`config.mk`:
```
export PLATFORM = sky130hd
export DESIGN_NAME = instruction_sequencer
export DESIGN_NICKNAME = d
export VERILOG_FILES = /design/src/rtl/sequencer_pkg.sv /design/src/rtl/wait_state_counter.sv /design/src/rtl/instruction_sequencer.sv
export SDC_FILE = /design/constraint.sdc
export NUM_CORES = 1
export LEC_CHECK = 0
export ABC_AREA = 1
export CORE_MARGIN = 3
export CORE_UTILIZATION = 51
export DETAILED_ROUTE_END_ITERATION = 16
export HOLD_SLACK_MARGIN = 0.03
export PLACE_DENSITY = 0.84
export SETUP_SLACK_MARGIN = 0.1
export SLEW_MARGIN = 20
export SYNTH_ARGS = -nofsm -noshare
export SYNTH_HDL_FRONTEND = slang
export SYNTH_HIERARCHICAL = 1
export SYNTH_SLANG_ARGS = --single-unit
export TNS_END_PERCENT = 30
```
`constraint.sdc`:
```
create_clock -name clock -period 4.4 [get_ports clock]
set_input_delay 0.88 -clock clock [delete_from_list [all_inputs] [get_ports clock]]
set_output_delay 0.88 -clock clock [all_outputs]
set_load 0.02 [all_outputs]
```
`src/rtl/sequencer_pkg.sv`:
```
// Shared state encodings and PC source selectors for the ARMAria instruction sequencer.
package sequencer_pkg;

    typedef enum logic [3:0] {
        FETCH      = 4'd0,
        DECODE     = 4'd1,
        EXECUTE    = 4'd2,
        MEMORY     = 4'd3,
        INPUT_WAIT = 4'd4,
        WRITEBACK  = 4'd5,
        INTERRUPT  = 4'd6,
        HALT       = 4'd7
    } state_t;

    localparam logic [1:0] PC_NEXT   = 2'd0;
    localparam logic [1:0] PC_BRANCH = 2'd1;
    localparam logic [1:0] PC_VECTOR = 2'd2;

endpackage

```
`src/rtl/wait_state_counter.sv`:
```
// Saturating down-counter that times memory accesses; shared by FETCH and MEMORY.
module wait_state_counter #(
    parameter int WIDTH      = 4,
    parameter int LOAD_VALUE = 2
) (
    input  logic clock,
    input  logic reset,
    input  logic load,
    input  logic decrement,
    output logic zero
);

    localparam logic [WIDTH-1:0] RELOAD = WIDTH'(LOAD_VALUE);

    logic [WIDTH-1:0] count;

    always_ff @(posedge clock or negedge reset) begin
        if (!reset) begin
            count <= RELOAD;
        end else if (load) begin
            count <= RELOAD;
        end else if (decrement && (count != '0)) begin
            count <= count - 1'b1;
        end
    end

    assign zero = (count == '0);

endmodule

```
`src/rtl/instruction_sequencer.sv`:
```
// Multi-cycle phase controller: turns decode outputs into timed strobes, wait states,
// input stalls, interrupt entry and halt handling. Strobes lag the state by one register.
module instruction_sequencer
    import sequencer_pkg::*;
#(
    parameter int ID_WIDTH           = 7,
    parameter int MEM_WAIT_CYCLES    = 2,
    parameter int WAIT_COUNTER_WIDTH = 4
) (
    input  logic                clock,
    input  logic                reset,
    input  logic [ID_WIDTH-1:0] id,
    input  logic                is_memory_access,
    input  logic                allow_write_on_memory,
    input  logic                should_read_from_input_instead_of_memory,
    input  logic                writes_register,
    input  logic                is_branch,
    input  logic                should_take_branch,
    input  logic                is_halt,
    input  logic                input_valid,
    input  logic                interrupt_request,
    input  logic                interrupt_enable,
    output logic                memory_request,
    output logic                instruction_register_load,
    output logic                flag_update_enable,
    output logic                memory_write_strobe,
    output logic                register_write_enable,
    output logic                pc_update,
    output logic [1:0]          pc_select,
    output logic                input_ack,
    output logic                interrupt_ack,
    output logic                halted,
    output logic [3:0]          phase,
    output logic [ID_WIDTH-1:0] latched_id
);

    state_t state, state_next, phase_q;
    logic   cnt_load, cnt_decrement, cnt_zero;
    logic   irq_pending;
    logic   lat_memory, lat_store, lat_input, lat_write, lat_halt, lat_branch;

    wait_state_counter #(
        .WIDTH      (WAIT_COUNTER_WIDTH),
        .LOAD_VALUE (MEM_WAIT_CYCLES)
    ) u_wait_counter (
        .clock     (clock),
        .reset     (reset),
        .load      (cnt_load),
        .decrement (cnt_decrement),
        .zero      (cnt_zero)
    );

    always_ff @(posedge clock or negedge reset) begin
        if (!reset) begin
            state <= FETCH;
        end else begin
            state <= state_next;
        end
    end

    always_comb begin
        state_next    = state;
        cnt_load      = 1'b0;
        cnt_decrement = 1'b0;
        case (state)
            FETCH: begin
                if (cnt_zero) state_next = DECODE;
                else          cnt_decrement = 1'b1;
            end
            DECODE: state_next = EXECUTE;
            EXECUTE: begin
                if (lat_halt) begin
                    state_next = HALT;
                end else if (lat_memory && lat_input) begin
                    state_next = INPUT_WAIT;
                end else if (lat_memory) begin
                    state_next = MEMORY;
                    cnt_load   = 1'b1;
                end else begin
                    state_next = WRITEBACK;
                end
            end
            MEMORY: begin
                if (cnt_zero) state_next = WRITEBACK;
                else          cnt_decrement = 1'b1;
            end
            INPUT_WAIT: begin
                if (input_valid) state_next = WRITEBACK;
            end
            WRITEBACK: begin
                state_next = irq_pending ? INTERRUPT : FETCH;
                cnt_load   = 1'b1;
            end
            INTERRUPT: begin
                state_next = FETCH;
                cnt_load   = 1'b1;
            end
            HALT: begin
                if (irq_pending) state_next = INTERRUPT;
            end
            default: begin
                state_next = FETCH;
                cnt_load   = 1'b1;
            end
        endcase
    end

    // Decode-time snapshot; the control unit may change its outputs afterwards.
    always_ff @(posedge clock or negedge reset) begin
        if (!reset) begin
            latched_id <= '0;
            lat_memory <= 1'b0;
            lat_store  <= 1'b0;
            lat_input  <= 1'b0;
            lat_write  <= 1'b0;
            lat_halt   <= 1'b0;
            lat_branch <= 1'b0;
        end else if (state == DECODE) begin
            latched_id <= id;
            lat_memory <= is_memory_access;
            lat_store  <= allow_write_on_memory;
            lat_input  <= should_read_from_input_instead_of_memory;
            lat_write  <= writes_register;
            lat_halt   <= is_halt;
            lat_branch <= is_branch & should_take_branch;
        end
    end

    // A new request in the servicing cycle keeps the flag set.
    always_ff @(posedge clock or negedge reset) begin
        if (!reset) begin
            irq_pending <= 1'b0;
        end else begin
            irq_pending <= (interrupt_request & interrupt_enable) |
                           (irq_pending & (state != INTERRUPT));
        end
    end

    always_ff @(posedge clock or negedge reset) begin
        if (!reset) begin
            phase_q                   <= FETCH;
            memory_request            <= 1'b0;
            instruction_register_load <= 1'b0;
            flag_update_enable        <= 1'b0;
            memory_write_strobe       <= 1'b0;
            register_write_enable     <= 1'b0;
            pc_update                 <= 1'b0;
            input_ack                 <= 1'b0;
            interrupt_ack             <= 1'b0;
            halted                    <= 1'b0;
        end else begin
            phase_q                   <= state;
            memory_request            <= (state == FETCH) || (state == MEMORY);
            instruction_register_load <= (state == FETCH) && cnt_zero;
            flag_update_enable        <= (state == EXECUTE);
            memory_write_strobe       <= (state == MEMORY) && cnt_zero && lat_store;
            register_write_enable     <= (state == WRITEBACK) && lat_write;
            pc_update                 <= (state == WRITEBACK) || (state == INTERRUPT);
            input_ack                 <= (state == WRITEBACK) && lat_memory && lat_input;
            interrupt_ack             <= (state == INTERRUPT);
            halted                    <= (state == HALT);
        end
    end

    always_comb begin
        pc_select = PC_NEXT;
        if ((phase_q == WRITEBACK) && lat_branch) pc_select = PC_BRANCH;
        if (phase_q == INTERRUPT)                 pc_select = PC_VECTOR;
    end

    assign phase = phase_q;

endmodule

```
==> impl_metrics.json, run 1 <==
{
  "outcome": "complete, no violations",
  "post_drt_via_cell_ratio": 4.95,
  "rr_endpoint": "u_wait_counter/count[3]$_DFFE_PN0P_",
  "cp_num_buf_inv": 1,
  "syn_area_um2": 1540,
  "clk_path_buf_depth": 2,
  "cts_buffers": 5,
  "placedCellCount": 241,
  "critical_path_class": "reg -> out",
  "postSynthCellCount": 176,
  "cp_top_family": "buffers and inverters",
  "synth.top_cell.area_share_pct": 52.1,
  "fin_crit_sh_pct": 55.6,
  "final_cells": 249,
  "synth_area_leaders": "dfrtp_1, nand2_1, inv_1, nand3_1, buf_6",
  "r2r_start": "u_wait_counter/count[1]$_DFFE_PN1P_",
  "vias": 1232,
  "dr.pass1.iters": 4,
  "leakage_nw": 1.02,
  "clk_pin_slew_ns": 0.10,
  "p_total_mw": 1.45,
  "syn-num-nets": 197,
  "worstSkewPairLatency_ns": 0.32,
  "antenna_found_initial": 0,
  "nets": 238,
  "final_cell_mix": "nand2_1, clkdlybuf4s50_1, dfrtp_1",
  "period_minus_slack_ns": 2.45,
  "dp_hpwl_um": 2330,
  "setup_viol": 0,
  "hold_viol_final": 0,
  "critPathMaxStageDelay_ns": 0.63,
  "fin_setup_tns_ns": 0,
  "final_common_cell": "nand2_1",
  "place_congestion": 0.840,
  "chipWidth_um": 60.9,
  "wl_um": 2990,
  "async_flop_share_pct": 100,
  "grt_use_total_pct": 18.9,
  "worst_ir_drop_vdd_uv": 389,
  "rsz0062_at_grt": "no",
  "start_kind": "flop",
  "placed_area_um2": 1910,
  "ios": 41,
  "syn_avg_cell_area_um2": 8.74,
  "overflow": 0,
  "yosys.area.top_type": "dfrtp_1",
  "crit_slowest_cell": "clkdlybuf4s50_1",
  "whs_ns": 0.493,
  "antenna_left": 0,
  "die_area_um2": 3710,
  "cellPowerDensity_nw_per_um2": 724,
  "io_buffer_count": 39,
  "ff2ff_setup_slack_ns": 2.69,
  "synth_edf_count": 0,
  "min_delay_path_depth": 2,
  "crit_chain": "nand2_1 > nor3b_1 > clkdlybuf4s50_1",
  "ys.flop_type": "dfrtp_1",
  "ff2ff_path_depth": 10,
  "crit_required_ns": 3.52,
  "drc": 0,
  "hp-start": "latched_id[5]$_DFFE_PN0N_",
  "grt_first_pass_wirelength_um": 5040,
  "grt_max_degree": 34,
  "synth_cell_types": 28,
  "min_to": "latched_id[5]$_DFFE_PN0N_",
  "hold_buffers": 0,
  "drive_gt1_share_pct": 11.9,
  "hp-class": "reg -> reg",
  "cap_viol_max_count": 0,
  "cp.arrival_ns": 1.57,
  "synthToLayoutAreaGrowth_pct": 30.0,
  "yosysWarnings": 6,
  "clock-sinks": 33,
  "grt_pass1_vias": 1205,
  "clock_skew_ns": 0.00717,
  "synth_seq_cells": 33,
  "final_area_um2": 2000,
  "drv_slew": 0,
  "cts_tree": "yes",
  "chipHeight_um": 60.9,
  "n_fill_cell": 224,
  "htreeDepth": 2,
  "drtIter0Drc": 37,
  "cts-root-buf": "clkbuf_4",
  "post_cts.repair.setup_buffers": 0,
  "worst-path-max-fanout": 3,
  "fp-row-count": 19,
  "coreArea_um2": 2810,
  "ys_seq_area_share_pct": 53.8,
  "start_util_pct": 54.8,
  "n_antenna_cell": 0,
  "critPathCaptureType": "output port",
  "cts_repair_resize_count": 0,
  "wire_per_inst_um": 12.0,
  "max_freq_mhz": 409
}
-- cell usage after synthesis, types with 3 or more instances --
cell     number
nand3_1      11
nand4_1       3
inv_1        18
o21ai_0       3
nor2_1       12
buf_6         4
dfrtp_1      32
nand2_1      62
nand2_2       3
-- per-layer routing --
metal  track usage, %  up-vias  part of all wire [%]
met5                0        -                     0
met4             6.50        0                   1.9
met3             5.96        6                   3.8
met2             34.4       25                    54
met1             20.7      580                    40
li1                 -      621                     -
-- flip-flops by register name (all words and copies together) (netlist names), 3 cells and up --
signal                flops
state                     3
u_wait_counter/count      4
latched_id                7
phase                     3
-- logic make-up (layout without fill, tap and decap cells) --
logic type                 after synthesis  in the layout  synth area share (%)
and+or+nand+nor                         98             98                  28.6
DFF                                     33             33                  53.8
buffers and inverters                   29             71                  10.2
AOI/OAI and AO/OA                       12             12                  4.96
adders and majority gates                2              2                  1.63
other                                    1              1                 0.244
xor gates and xnor gates                 1              1                 0.570
-- stage by stage --
stage	util (%)	setup WS (ns)
after floorplan	-	2.47
after global placement	68.2	2.35
after detailed placement	68.2	2.30
after CTS	71.3	1.92
after global routing	71.3	1.84
final	71.3	1.95
-- worst register-to-register path: stages, from the launching register on --
cell	delay, ns
dfstp_2	0.55
inv_1	0.06
ha_1	0.21
nand2_1	0.09
inv_1	0.07
a21oi_1	0.15
inv_1	0.07
a21oi_2	0.19
nor2_1	0.09
nand2_1	0.06
nand2_1	0.05
-- report_power, final --
part / total, mW / internal [mW] / leakage, nW / switching (mW)
registers: 0.536 / 0.430 / 0.417 / 0.106
logic: 0.680 / 0.280 / 0.553 / 0.400
clock network: 0.232 / 0.136 / 0.0455 / 0.0965
total: 1.45 / 0.845 / 1.02 / 0.603
-- final cells by class --
class	instances	area, µm²	area share, %
Sequential cell	33	827	41.4
Clock inverter	1	30.0	1.50
Inverter	23	96.3	4.82
Multi-Input combinational cell	114	554	27.7
Tap cell	31	38.8	1.94
Clock buffer	7	55.1	2.75
Timing Repair Buffer	40	398	19.9
-- how the worst max path moves through the flow --
stage,startpoint,to,depth (start not counted)
after floorplan,phase[2]$_DFF_PN0_,pc_select[0],2
after global placement,phase[1]$_DFF_PN0_,pc_select[0],2
after detailed placement,phase[2]$_DFF_PN0_,pc_select[0],3
after CTS,phase[2]$_DFF_PN0_,pc_select[0],3
after global routing,phase[2]$_DFF_PN0_,pc_select[0],3
final,phase[2]$_DFF_PN0_,pc_select[0],3
Note: power is estimated with default switching activity, not from simulation.
==> inputs of run 2 (changes only) <==
Settings changed: CORE_UTILIZATION 51 to 43, PLACE_DENSITY 0.84 to 0.75.
Clock period 4.4 ns to 2.2 ns, I/O delays scaled along.
==> run 2 against run 1 <==
Effect of this change:
- core utilization fell by 13 points
- via count fell by 2.1%
- global-route usage fell by 4.5 points
- first-iteration DRC count fell by 8.1%
- sequential cell count did not move
- non-clock buffer count did not move
==> impl_metrics.json, run 2 (synthesized netlist as in run 1, its figures left out) <==
{
  "use_met3_pct": 5.27,
  "crit_required_ns": 1.76,
  "cts_repair_resize_count": 0,
  "cts_buffers": 5,
  "intPower_mw": 1.54,
  "clock_skew_ns": 0.0127,
  "place_congestion": 0.773,
  "hp-start": "latched_id[0]$_DFFE_PN0N_",
  "outcome": "complete, no violations",
  "fp-row-count": 21,
  "io_buffer_count": 39,
  "ios": 41,
  "hold_viol_final": 0,
  "drv_slew": 0,
  "start_kind": "flop",
  "final_cells": 264,
  "setup_viol": 0,
  "coreArea_um2": 3390,
  "gr-max-usage-layer": "met2",
  "clk_path_buf_depth": 2,
  "largestRegisters": "latched_id x7, u_wait_counter/count x4",
  "antenna_left": 0,
  "clk_pin_slew_ns": 0.09,
  "grt_use_total_pct": 14.4,
  "overflow": 0,
  "grt_first_pass_wirelength_um": 4690,
  "worst-path-max-fanout": 3,
  "crit_chain": "nor3b_1 > clkdlybuf4s50_1",
  "chipHeight_um": 65.8,
  "power_switching_mw": 1.17,
  "min_to": "latched_id[0]$_DFFE_PN0N_",
  "use_met2_pct": 23.7,
  "setup.worst_path.start": "phase[1]$_DFF_PN0_",
  "max_freq_mhz": 501,
  "p_clk_share_pct": 11.5,
  "combPwrFrac_pct": 49.2,
  "post_cts.repair.setup_buffers": 0,
  "ff2ff_setup_slack_ns": 0.52,
  "nets": 238,
  "start_util_pct": 45.4,
  "clock-sinks": 33,
  "placedCellCount": 256,
  "rr_endpoint": "u_wait_counter/count[3]$_DFFE_PN0P_",
  "worstSkewPairLatency_ns": 0.32,
  "fin_crit_sh_pct": 90.6,
  "hp-class": "reg -> reg",
  "cellPowerDensity_nw_per_um2": 1370,
  "leakage_nw": 0.997,
  "synthToLayoutAreaGrowth_pct": 28.9,
  "grt_util_met1_pct": 17.2,
  "cp_top_family": "buffers and inverters",
  "final_common_cell": "nand2_1",
  "rsz0062_at_grt": "no",
  "ff2ff_path_depth": 10,
  "n_fill_cell": 307,
  "final_cell_mix": "nand2_1, clkdlybuf4s50_1, dfrtp_1",
  "largest_register_ffs": 7,
  "period_minus_slack_ns": 1.99,
  "fin_setup_tns_ns": 0,
  "crit_slowest_cell": "clkdlybuf4s50_1",
  "cp_num_buf_inv": 1,
  "wire_per_inst_um": 10.1,
  "critPathCaptureType": "output port",
  "top_register": "latched_id",
  "hold_buffers": 0,
  "critPathMaxStageDelay_ns": 0.63,
  "drive_gt1_share_pct": 11.0,
  "htreeDepth": 2,
  "antenna_found_initial": 0,
  "die_area_um2": 4330,
  "swShare_pct": 43.1,
  "vias": 1206,
  "drtIter0Drc": 34,
  "cp.arrival_ns": 1.55,
  "r2r_start": "u_wait_counter/count[1]$_DFFE_PN1P_",
  "critical_path_class": "reg -> out",
  "cts_tree": "yes",
  "worst_ir_drop_vdd_uv": 572,
  "post_drt_via_cell_ratio": 4.57,
  "wl_um": 2680,
  "pwr-share-seq_pct": 39.3,
  "cts-root-buf": "clkbuf_4",
  "drc": 0,
  "min_delay_path_depth": 2,
  "grt_pass1_vias": 1099,
  "n_antenna_cell": 0,
  "cap_viol_max_count": 0,
  "dp_hpwl_um": 2020,
  "dr.pass1.iters": 4,
  "grt_max_degree": 34,
  "chipWidth_um": 65.8
}
## run 2: layer usage
layer	up-vias	part of all wire, %	wire (µm)
li1	623	-	-
met1	545	45	1210
met2	31	48	1270
met3	7	5.4	144
met4	0	1.8	48
met5	-	0	0
## run 2: tightest hold or removal path, delay by kind of cell, from the launching register on
kind             cells  cell delay, ns
AND/OR/NAND/NOR      2            0.11
flip-flops           1            0.35
## run 2: final cells by class
class                      count  area, µm²  share of cell area (%)
tap                           46       57.6                    2.90
inverter                      23       96.3                    4.86
clock buffer                   8       48.8                    2.46
timing repair buffer          40        398                    20.1
multi-input combinational    114        554                    28.0
sequential                    33        827                    41.7
## run 2: worst max path at each step
stage	slack, ns	cells past startpoint	to
floorplan	0.69	10	u_wait_counter/count[3]$_DFFE_PN0P_
global placement	0.58	2	pc_select[0]
detailed placement	0.53	10	u_wait_counter/count[3]$_DFFE_PN0P_
CTS	0.18	2	pc_select[0]
global route	0.13	3	pc_select[0]
finish	0.21	2	pc_select[0]
## run 2: metrics by stage
step	hold slack [ns]	worst slack [ns]	area [µm²]	utilization, %	power [mW]
4_1_cts	0.489	0.180	1980	58.5	2.75
6_report	0.486	0.206	1980	58.5	2.72
3_3_place_gp	0.463	0.576	1930	57.0	2.41
2_1_floorplan	0.144	0.686	1540	-	2.04
3_5_place_dp	0.464	0.531	1930	57.0	2.44
5_1_grt	0.508	0.132	1980	58.5	2.97
## run 2: power groups by stage
| stage | sequential [mW] | combinational, mW | clock, mW |
|---|---|---|---|
| 5_1_grt | 1.11 | 1.50 | 0.362 |
| 3_3_place_gp | 1.08 | 1.33 | 0 |
| 2_1_floorplan | 1.14 | 0.900 | 0 |
| 3_5_place_dp | 1.08 | 1.36 | 0 |
| 6_report | 1.07 | 1.34 | 0.312 |
| 4_1_cts | 1.07 | 1.36 | 0.325 |
